### config.mk
export PLATFORM = sky130hd
export DESIGN_NAME = golden_nonce_tx
export DESIGN_NICKNAME = d
export VERILOG_FILES = /design/src/rtl/golden_nonce_tx.sv
export SDC_FILE = /design/constraint.sdc
export NUM_CORES = 1
export LEC_CHECK = 0
export CAP_MARGIN = 20
export CORE_ASPECT_RATIO = 2
export CORE_MARGIN = 1.5
export CORE_UTILIZATION = 40
export DETAILED_ROUTE_END_ITERATION = 10
export RECOVER_POWER = 25
export SLEW_MARGIN = 20
export SYNTH_ARGS = -nofsm -noshare
export SYNTH_HDL_FRONTEND = slang
export SYNTH_SLANG_ARGS = --single-unit
### constraint.sdc
create_clock -name hash_clk -period 2.7 [get_ports hash_clk]
set_input_delay 0.81 -clock hash_clk [delete_from_list [all_inputs] [get_ports hash_clk]]
set_output_delay 0.81 -clock hash_clk [all_outputs]
set_load 0.005 [all_outputs]
### src/rtl/golden_nonce_tx.sv
// golden_nonce_tx
//
// Buffers golden nonces reported by the hash core and sends each one to the
// host as four UART 8N1 bytes, least-significant byte first. Each
// golden_nonce_match strobe is captured into a small FIFO. A strobe that
// finds the FIFO full, with no pop in the same cycle, is dropped and raises
// the sticky overflow flag.
//
// Parameters
//   BAUD_DIV   hash_clk cycles per UART bit (>= 2)
//   FIFO_DEPTH nonce entries buffered (power of 2, >= 2)
//
// Ports
//   hash_clk            in   clock, rising edge
//   reset_n             in   asynchronous active-low reset
//   golden_nonce_match  in   one-cycle strobe qualifying golden_nonce
//   golden_nonce        in   32-bit nonce to transmit
//   txd                 out  UART transmit line, idles high (registered)
//   busy                out  word in flight or FIFO non-empty (registered)
//   overflow            out  sticky, a strobe was dropped (registered)
//   fifo_count          out  occupied FIFO entries (registered)
module golden_nonce_tx #(
  parameter int BAUD_DIV   = 868,
  parameter int FIFO_DEPTH = 4
) (
  input  logic                          hash_clk,
  input  logic                          reset_n,
  input  logic                          golden_nonce_match,
  input  logic [31:0]                   golden_nonce,
  output logic                          txd,
  output logic                          busy,
  output logic                          overflow,
  output logic [$clog2(FIFO_DEPTH):0]   fifo_count
);

  localparam int PW = $clog2(FIFO_DEPTH);
  localparam int CW = PW + 1;
  localparam int TW = $clog2(BAUD_DIV);

  localparam logic [TW-1:0] TMR_LOAD = TW'(BAUD_DIV - 1);
  localparam logic [CW-1:0] FULL_CNT = CW'(FIFO_DEPTH);

  typedef enum logic [1:0] {
    IDLE  = 2'd0,
    START = 2'd1,
    DATA  = 2'd2,
    STOP  = 2'd3
  } state_t;

  state_t          state, state_nxt;
  logic [TW-1:0]   tmr, tmr_nxt;
  logic [2:0]      bit_cnt, bit_cnt_nxt;
  logic [1:0]      byte_idx, byte_idx_nxt;
  logic [31:0]     shift_word, shift_word_nxt;
  logic [PW-1:0]   wr_ptr, rd_ptr;
  logic [CW-1:0]   count_nxt;
  logic            txd_nxt, busy_nxt, overflow_nxt;
  logic            tick, push, pop;

  logic [31:0]     mem [FIFO_DEPTH];

  // ---------------------------------------------------------------------
  // Next-state / output logic
  // ---------------------------------------------------------------------
  always_comb begin
    state_nxt      = state;
    tmr_nxt        = tmr;
    bit_cnt_nxt    = bit_cnt;
    byte_idx_nxt   = byte_idx;
    shift_word_nxt = shift_word;
    pop            = 1'b0;
    push           = 1'b0;
    txd_nxt        = 1'b1;
    busy_nxt       = 1'b0;
    overflow_nxt   = overflow;
    count_nxt      = fifo_count;
    tick           = (tmr == '0);

    // The bit timer free-runs only while a word is on the line; it reloads
    // on the edge where it expires, which is also the edge that advances
    // the bit or state.
    if (state != IDLE) begin
      tmr_nxt = tick ? TMR_LOAD : tmr - TW'(1);
    end

    case (state)
      IDLE: begin
        if (fifo_count != '0) begin
          pop            = 1'b1;
          shift_word_nxt = mem[rd_ptr];
          byte_idx_nxt   = 2'd0;
          bit_cnt_nxt    = 3'd0;
          tmr_nxt        = TMR_LOAD;
          state_nxt      = START;
        end
      end
      START: begin
        if (tick) state_nxt = DATA;
      end
      DATA: begin
        if (tick) begin
          // 3-bit counter wraps 7 -> 0 on the way into STOP, leaving it
          // ready for the next byte.
          bit_cnt_nxt = bit_cnt + 3'd1;
          if (bit_cnt == 3'd7) state_nxt = STOP;
        end
      end
      STOP: begin
        if (tick) begin
          if (byte_idx == 2'd3) begin
            state_nxt = IDLE;
          end else begin
            byte_idx_nxt = byte_idx + 2'd1;
            state_nxt    = START;
          end
        end
      end
      default: state_nxt = IDLE;
    endcase

    // A same-cycle pop frees a slot, so a push is accepted even at full.
    push         = golden_nonce_match && ((fifo_count != FULL_CNT) || pop);
    overflow_nxt = overflow | (golden_nonce_match & ~push);
    count_nxt    = fifo_count + CW'(push) - CW'(pop);

    // txd is registered: drive the level belonging to the state being
    // entered so the line changes on the same edge as the FSM.
    case (state_nxt)
      START:   txd_nxt = 1'b0;
      DATA:    txd_nxt = shift_word_nxt[{byte_idx_nxt, bit_cnt_nxt}];
      default: txd_nxt = 1'b1;
    endcase

    busy_nxt = (state_nxt != IDLE) || (count_nxt != '0);
  end

  // ---------------------------------------------------------------------
  // Control registers
  // ---------------------------------------------------------------------
  always_ff @(posedge hash_clk or negedge reset_n) begin
    if (!reset_n) begin
      state      <= IDLE;
      tmr        <= '0;
      bit_cnt    <= '0;
      byte_idx   <= '0;
      wr_ptr     <= '0;
      rd_ptr     <= '0;
      fifo_count <= '0;
      txd        <= 1'b1;
      busy       <= 1'b0;
      overflow   <= 1'b0;
    end else begin
      state      <= state_nxt;
      tmr        <= tmr_nxt;
      bit_cnt    <= bit_cnt_nxt;
      byte_idx   <= byte_idx_nxt;
      fifo_count <= count_nxt;
      txd        <= txd_nxt;
      busy       <= busy_nxt;
      overflow   <= overflow_nxt;
      // Power-of-2 depth: pointers wrap by natural overflow.
      if (push) wr_ptr <= wr_ptr + PW'(1);
      if (pop)  rd_ptr <= rd_ptr + PW'(1);
    end
  end

  // ---------------------------------------------------------------------
  // Data registers (no reset; only read once the FSM has loaded them)
  // ---------------------------------------------------------------------
  always_ff @(posedge hash_clk) begin
    shift_word <= shift_word_nxt;
    // At full with a same-cycle pop, wr_ptr == rd_ptr: the head has already
    // been read combinationally above, so overwriting the slot is safe.
    if (push) mem[wr_ptr] <= golden_nonce;
  end

endmodule

Yosys cells after proc, flatten, opt, wreduce, memory -nomap -nowiden
Memory sizes are Yosys's and may differ from the RTL's.
Index checks and enable logic that the tools add are counted.
Widths: inputs -> output; s select.
{"block": "word_totals", "ram_bits": 128, "register_bits": 59, "output_inout_bits": 6, "mem_count": 1, "wordCells": 67, "input_bits": 35}
{"memory": "mem", "words": 4, "width": 32, "rd": 1, "rd_ports_with_merged_regs": 0, "write_ports": 1, "line": "60", "text": "logic [31:0] mem [FIFO_DEPTH];"}
{"block": "classes", "magnitude_cmp": 1, "n_mux": 27, "bitwise_logic": 3, "n_reduce_logical": 9, "add_sub_neg": 7, "n_eq_ne": 8}
{"operator": "$mux 32", "n": 2}
{"operator": "$mux 10", "n": 4}
{"operator": "$mux 2", "n": 8}
{"operator": "$logic_not 10->1", "n": 1}
{"operator": "$sub 10x1->10 const B", "n": 1}
{"operator": "$eq 2x2->1 const B", "n": 4}
{"operator": "$pmux 2 s4", "n": 1}
{"operator": "$add 2x1->2 const B", "n": 3}
{"operator": "$lt 5x6->1 const B", "n": 1}
{"operator": "$mux 1", "n": 6}
{"operator": "$mux 3", "n": 2}
{"operator": "$pmux 3 s2", "n": 1}
{"operator": "$reduce_bool 3->1", "n": 2}
{"operator": "$bmux 1 s5", "n": 1}
{"operator": "$eq 2x1->1 const B", "n": 2}
{"operator": "$pmux 2 s2", "n": 1}
{"operator": "$reduce_bool 2->1", "n": 2}
{"operator": "$add 3x1->3", "n": 1}
{"operator": "$add 3x1->3 const B", "n": 1}
{"operator": "$eq 3x3->1 const B", "n": 1}
{"operator": "$ne 3x3->1 const B", "n": 1}
{"operator": "$sub 3x1->3", "n": 1}
{"operator": "$logic_not 2->1", "n": 1}
{"operator": "$logic_or 1x1->1", "n": 2}
{"operator": "5 further kinds", "n": 5}

Logic depth before layout (Yosys ltp)
{"block": "logic_depth", "word_depth": 9, "depth_mapped": 15, "ltp_nobuf": 13}

Least setup slack after synthesis
No wires, ideal clock.
{"block": "synth_path", "kind": "register to register", "from": "register state[1]", "to": "register busy", "period_less_slack_ns": 2.883, "path_slack_ns": -0.183, "stages_incl_launch_ff": 15, "setup_time_ns": 0.125, "t_required_ns": 2.575, "t_arrival_ns": 2.758, "path_buffers": 2, "cell_sequence": "dfrtp_1 -> inv_1 -> ha_1 -> clkbuf_1 -> o31ai_2 -> inv_2 -> clkbuf_1 -> ha_1 -> inv_1 -> ha_1 -> fa_1 -> xnor2_1 -> xnor2_1 -> nor4_1 -> nand2_1"}
{"block": "synth_via", "elab_chain_cells": 8}
{"item": "start: declaration", "line": "50", "text": "state_t state, state_nxt;"}
{"item": "start signal: assignment", "line": "153", "text": "state <= state_nxt;"}
{"item": "$logic_not 2->1 *", "line": "86", "text": "case (state)"}
{"item": "$mux 1 *", "line": "86"}
{"item": "net pop", "line": "58", "text": "logic tick, push, pop;"}
{"item": "$logic_or 1x1->1", "line": "122", "text": "push = golden_nonce_match && ((fifo_count != FULL_CNT) || pop);"}
{"item": "$logic_and 1x1->1", "line": "122"}
{"item": "$add 3x1->3", "line": "124", "text": "count_nxt = fifo_count + CW'(push) - CW'(pop);"}
{"item": "$sub 3x1->3 *", "line": "124"}
{"item": "net count_nxt[2]", "line": "56", "text": "logic [CW-1:0] count_nxt;"}
{"item": "$reduce_bool 3->1 *", "line": "134", "text": "busy_nxt = (state_nxt != IDLE) || (count_nxt != '0);"}
{"item": "$logic_or 1x1->1 *", "line": "134"}
{"item": "net busy_nxt", "line": "57", "text": "logic txd_nxt, busy_nxt, overflow_nxt;"}
{"item": "end signal: assignment", "line": "159", "text": "busy <= busy_nxt;"}
{"item": "end: declaration", "line": "31", "text": "output logic busy,"}
The timed path passes the listed nets; every way through them passes the cells marked *.
A chain may end at the register's enable or synchronous reset.

Worst setup path in the final report
{"block": "layout_path", "from": "register state[1]", "to": "register txd"}
{"block": "layout_via", "elab_chain_cells": 5}
{"item": "$eq 2x2->1 (tied with other cells)", "line": "86"}
{"item": "$pmux 3 s2 (tied with other cells)", "line": "86"}
{"item": "$bmux 1 s5 / $pmux 2 s4 (equally long branches)", "line": "130, 86"}
{"item": "$mux 1 (implied by the code) (tied with other cells)", "line": "130", "text": "DATA: txd_nxt = shift_word_nxt[{byte_idx_nxt, bit_cnt_nxt}];"}
{"item": "$pmux 1 s2 *", "line": "128", "text": "case (state_nxt)"}
{"item": "net txd_nxt", "line": "57"}
{"item": "end signal: assignment", "line": "158", "text": "txd <= txd_nxt;"}
{"item": "end: declaration", "line": "30", "text": "output logic txd,"}
The timed path passes the listed nets; every way through them passes the cells marked *. The select of a mux whose other input is x is not followed.

==> flow_metrics.tcl <==
set metrics [dict create \
    hold_viol_final 0 \
    crit_buf_inv 5 \
    clk_path_buf_depth 2 \
    finalMaxSlewViolations 0 \
    syn-instance-count 486 \
    multi_input_area_um2 2250 \
    net_count_final 619 \
    die_area_um2 19600 \
    fin_crit_ns 2.70 \
    fin_util 0.504 \
    crit_path_max_fanout 8 \
    tritoncts "built" \
    syn-cell-area_um2 7490 \
    async_flop_share 0.144 \
    cp-end-kind "register" \
    insertedDiodeCount 0 \
    ios 41 \
    static-leakage-power_nw 3.39 \
    synth.ff_latch_count 187 \
    n_fill_cell 1532 \
    data_required_time_of_the_worst_path_ns 3.05 \
    pin_count_of_the_biggest_net_entering_global_routing 36 \
    placed_area_um2 8440 \
    final-setup-viol-count 0 \
    area.sequential_um2 5160 \
    groute.usage.overall 0.151 \
    critPathSlowestCell "sky130_fd_sc_hd__dfrtp_1" \
    clock_pin_slew_on_the_worst_setup_and_hold_paths_ns 0.07 \
    slew_headroom 0.0218 \
    net_count_of_the_mapped_netlist 535 \
    numClockSinks 187 \
    clock.fmax_mhz 371 \
    floorplan.initialDensity 0.409 \
    detail_route.drc_violations 0 \
    cp_cell_sequence "inv_2 -> ha_4 -> buf_6 -> buf_6 -> nor2_4 -> o21a_1 -> a311o_1 -> buf_12 -> buf_6 -> mux2i_1 -> mux2i_1 -> mux2i_1 -> o22ai_1 -> o32a_1" \
    wl_per_cell_um 17.3 \
    detailedPlacementHpwl_um 8560 \
    rows 70 \
    critical_path_class "reg -> reg" \
    synth.lib_cells_used.distinct 44 \
    gp_congestion 0.789 \
    share_of_post_route_cells_with_drive_strength_above_1 0.216 \
    routed-via-count 4138 \
    critPathMaxStageDelay_ns 0.41 \
    die_x_um 99.8 \
    antenna_found_initial 0 \
    maxCapViolCount 0 \
    status "finished, final reports clean" \
    design_area_um2 9220 \
    power_density_nw_per_um2 759 \
    synth_warnings 0 \
    synth_area_per_cell_um2 15.4 \
    antenna_left 0 \
    drtPass1Iterations 7 \
    initial_detailed_routing_violation_count 184 \
    routed_wl_um 13900 \
    synth_enable_flop_cells 128 \
    grt_pass1_wl_um 22600 \
    globalRoute.totalOverflow 0 \
    clock_tree.htree_level_count 4 \
    timing_worst_slew_pin_value_ns 1.47 \
    clock_root_buffer "sky130_fd_sc_hd__clkbuf_16" \
    die-height_um 197 \
    cts_buffers 17 \
    fin_worst_skew_ns 0.00812 \
    worst-endpoint-arrival_ns 3.05 \
    clock_latency_ns 0.42 \
    synth_ff_type "sky130_fd_sc_hd__edfxtp_1" \
    critical_path.startpoint_type "register" \
    vdd.ir_drop.worst_uv 529 \
    hp-class "reg -> reg" \
    unrepaired_setup_endpoints_after_global_routing "true" \
    port-buffer-count 40 \
    post_route_fraction_of_the_period_consumed_by_the_critical_path 0.999 \
    critPathTopFamily "compound AO/OA/AOI/OAI gates" \
    grt_pass1_vias 4396 \
    core_area_um2 18300 \
    syn_to_final_growth_pct 23.1 \
    synth-seq-area-share 0.689 \
    drt-vias-per-instance 5.18 \
]
-- kinds of logic after synthesis --
family          synth area share
xor+xnor                  0.0140
flops                      0.689
mux                        0.132
simple gates              0.0877
compound gates            0.0294
fa+ha+maj                 0.0244
buf+inv                   0.0234
-- synth_stat cells, drive strengths merged (2+ instances only) --
cell type,n,area [um^2]
a21o,3,22.5
a21oi,5,25.0
a31oi,5,31.3
and2,5,32.5
and3,2,12.5
buf,8,73.8
clkbuf,12,45.0
dfrtp,26,651
dfxtp,32,641
edfxtp,128,3840
ha,13,163
inv,15,56.3
mux2i,27,270
mux4,32,721
nand2,107,409
nand2b,4,25.0
nand3,3,15.0
nor2,12,45.0
nor2b,2,12.5
nor3,2,10.0
nor3b,2,20.0
nor4,4,40.0
nor4b,4,35.0
o211ai,2,15.0
o21ai,8,43.8
o22ai,2,12.5
xnor2,12,105
-- repair_timing --
action                     4_1_cts  5_1_grt
resized for setup                0       23
hold buffers                     0        0
setup endpoints to repair        0        2
setup buffers                    0       14
-- final cells by class --
class | count | area share
Multi-Input combinational cell | 264 | 0.244
Tap cell | 216 | 0.0293
Clock buffer | 25 | 0.0562
Clock inverter | 7 | 0.00651
Timing Repair Buffer | 85 | 0.0979
Inverter | 15 | 0.00610
Sequential cell | 187 | 0.560
-- power breakdown --
part,internal (W),total [W],leakage [nW],switching (W)
Sequential,0.00353,0.00367,1.75,0.000139
Combinational,0.000441,0.000927,1.35,0.000486
Clock,0.00142,0.00240,0.282,0.000980
Total,0.00539,0.00700,3.39,0.00161
-- stage by stage --
| step | TNS [ns] | worst slack (ns) | hold WS, ns | cells | total power, W |
|---|---|---|---|---|---|
| 3_3_place_gp | -0.373 | -0.299 | 0.430 | 754 | 0.00454 |
| 2_1_floorplan | 0 | 0.0234 | 0.418 | 486 | 0.00414 |
| 5_1_grt | -0.290 | -0.155 | 0.455 | 799 | 0.00729 |
| 4_1_cts | 0 | 0.0352 | 0.451 | 786 | 0.00698 |
| 3_5_place_dp | -0.478 | -0.356 | 0.435 | 754 | 0.00458 |
| 6_report | 0 | 0.00377 | 0.448 | 799 | 0.00700 |
-- sequential cells by signal, indices dropped and copies added (netlist names) --
register    cells
txd             1
wr_ptr          2
rd_ptr          2
busy            1
overflow        1
shift_word     32
bit_cnt         3
byte_idx        2
tmr            10
state           2
fifo_count      3
mem           128
-- path summary, 6_finish.rpt --
kind | startpoint | to | slack (ns) | depth (start not counted)
setup reg to reg | state[1] | txd | 0.004 | 14
max in group asynchronous | reset_n | rd_ptr[0] | 0.46 | 2
hold / removal | shift_word[25] | shift_word[25] | 0.45 | 2
setup / recovery | state[1] | txd | 0.004 | 14
min in group asynchronous | reset_n | overflow | 1.27 | 2
hold reg to reg | shift_word[25] | shift_word[25] | 0.45 | 2
-- worst reg2reg max path, stage by stage, from the launching register on --
cell and delay, ns:
sky130_fd_sc_hd__dfrtp_1 0.41, sky130_fd_sc_hd__inv_2 0.10, sky130_fd_sc_hd__ha_4 0.15, sky130_fd_sc_hd__buf_6 0.12
sky130_fd_sc_hd__buf_6 0.12, sky130_fd_sc_hd__nor2_4 0.03, sky130_fd_sc_hd__o21a_1 0.16, sky130_fd_sc_hd__a311o_1 0.36
sky130_fd_sc_hd__buf_12 0.15, sky130_fd_sc_hd__buf_6 0.14, sky130_fd_sc_hd__mux2i_1 0.15, sky130_fd_sc_hd__mux2i_1 0.09
sky130_fd_sc_hd__mux2i_1 0.20, sky130_fd_sc_hd__o22ai_1 0.10, sky130_fd_sc_hd__o32a_1 0.36
-- layout by cell type, fill, tap and decap left out, types with 3 or more instances in the layout --
cell and instances:
sky130_fd_sc_hd__buf_4 27, sky130_fd_sc_hd__dfxtp_1 32, sky130_fd_sc_hd__dlygate4sd3_1 18, sky130_fd_sc_hd__nand2b_1 4, sky130_fd_sc_hd__inv_1 12, sky130_fd_sc_hd__clkbuf_1 5, sky130_fd_sc_hd__clkdlybuf4s50_1 22, sky130_fd_sc_hd__clkinv_2 3
sky130_fd_sc_hd__nor2_1 11, sky130_fd_sc_hd__buf_12 12, sky130_fd_sc_hd__nand3_1 3, sky130_fd_sc_hd__a21oi_1 5, sky130_fd_sc_hd__buf_6 5, sky130_fd_sc_hd__ha_1 11, sky130_fd_sc_hd__dfrtp_1 25, sky130_fd_sc_hd__nand2_1 106
sky130_fd_sc_hd__and2_1 4, sky130_fd_sc_hd__inv_2 3, sky130_fd_sc_hd__clkbuf_16 19, sky130_fd_sc_hd__o21ai_0 7, sky130_fd_sc_hd__a31oi_1 5, sky130_fd_sc_hd__mux4_2 32, sky130_fd_sc_hd__edfxtp_1 128, sky130_fd_sc_hd__a21o_1 3
sky130_fd_sc_hd__mux2i_1 26, sky130_fd_sc_hd__xnor2_1 10
-- routing by layer --
layer	routed length (um)	GRT usage
met4	325	0.0621
met3	329	0.0312
met1	5510	0.169
met5	0	0
met2	7690	0.276
No activity file was read; power rests on OpenSTA's default activity.
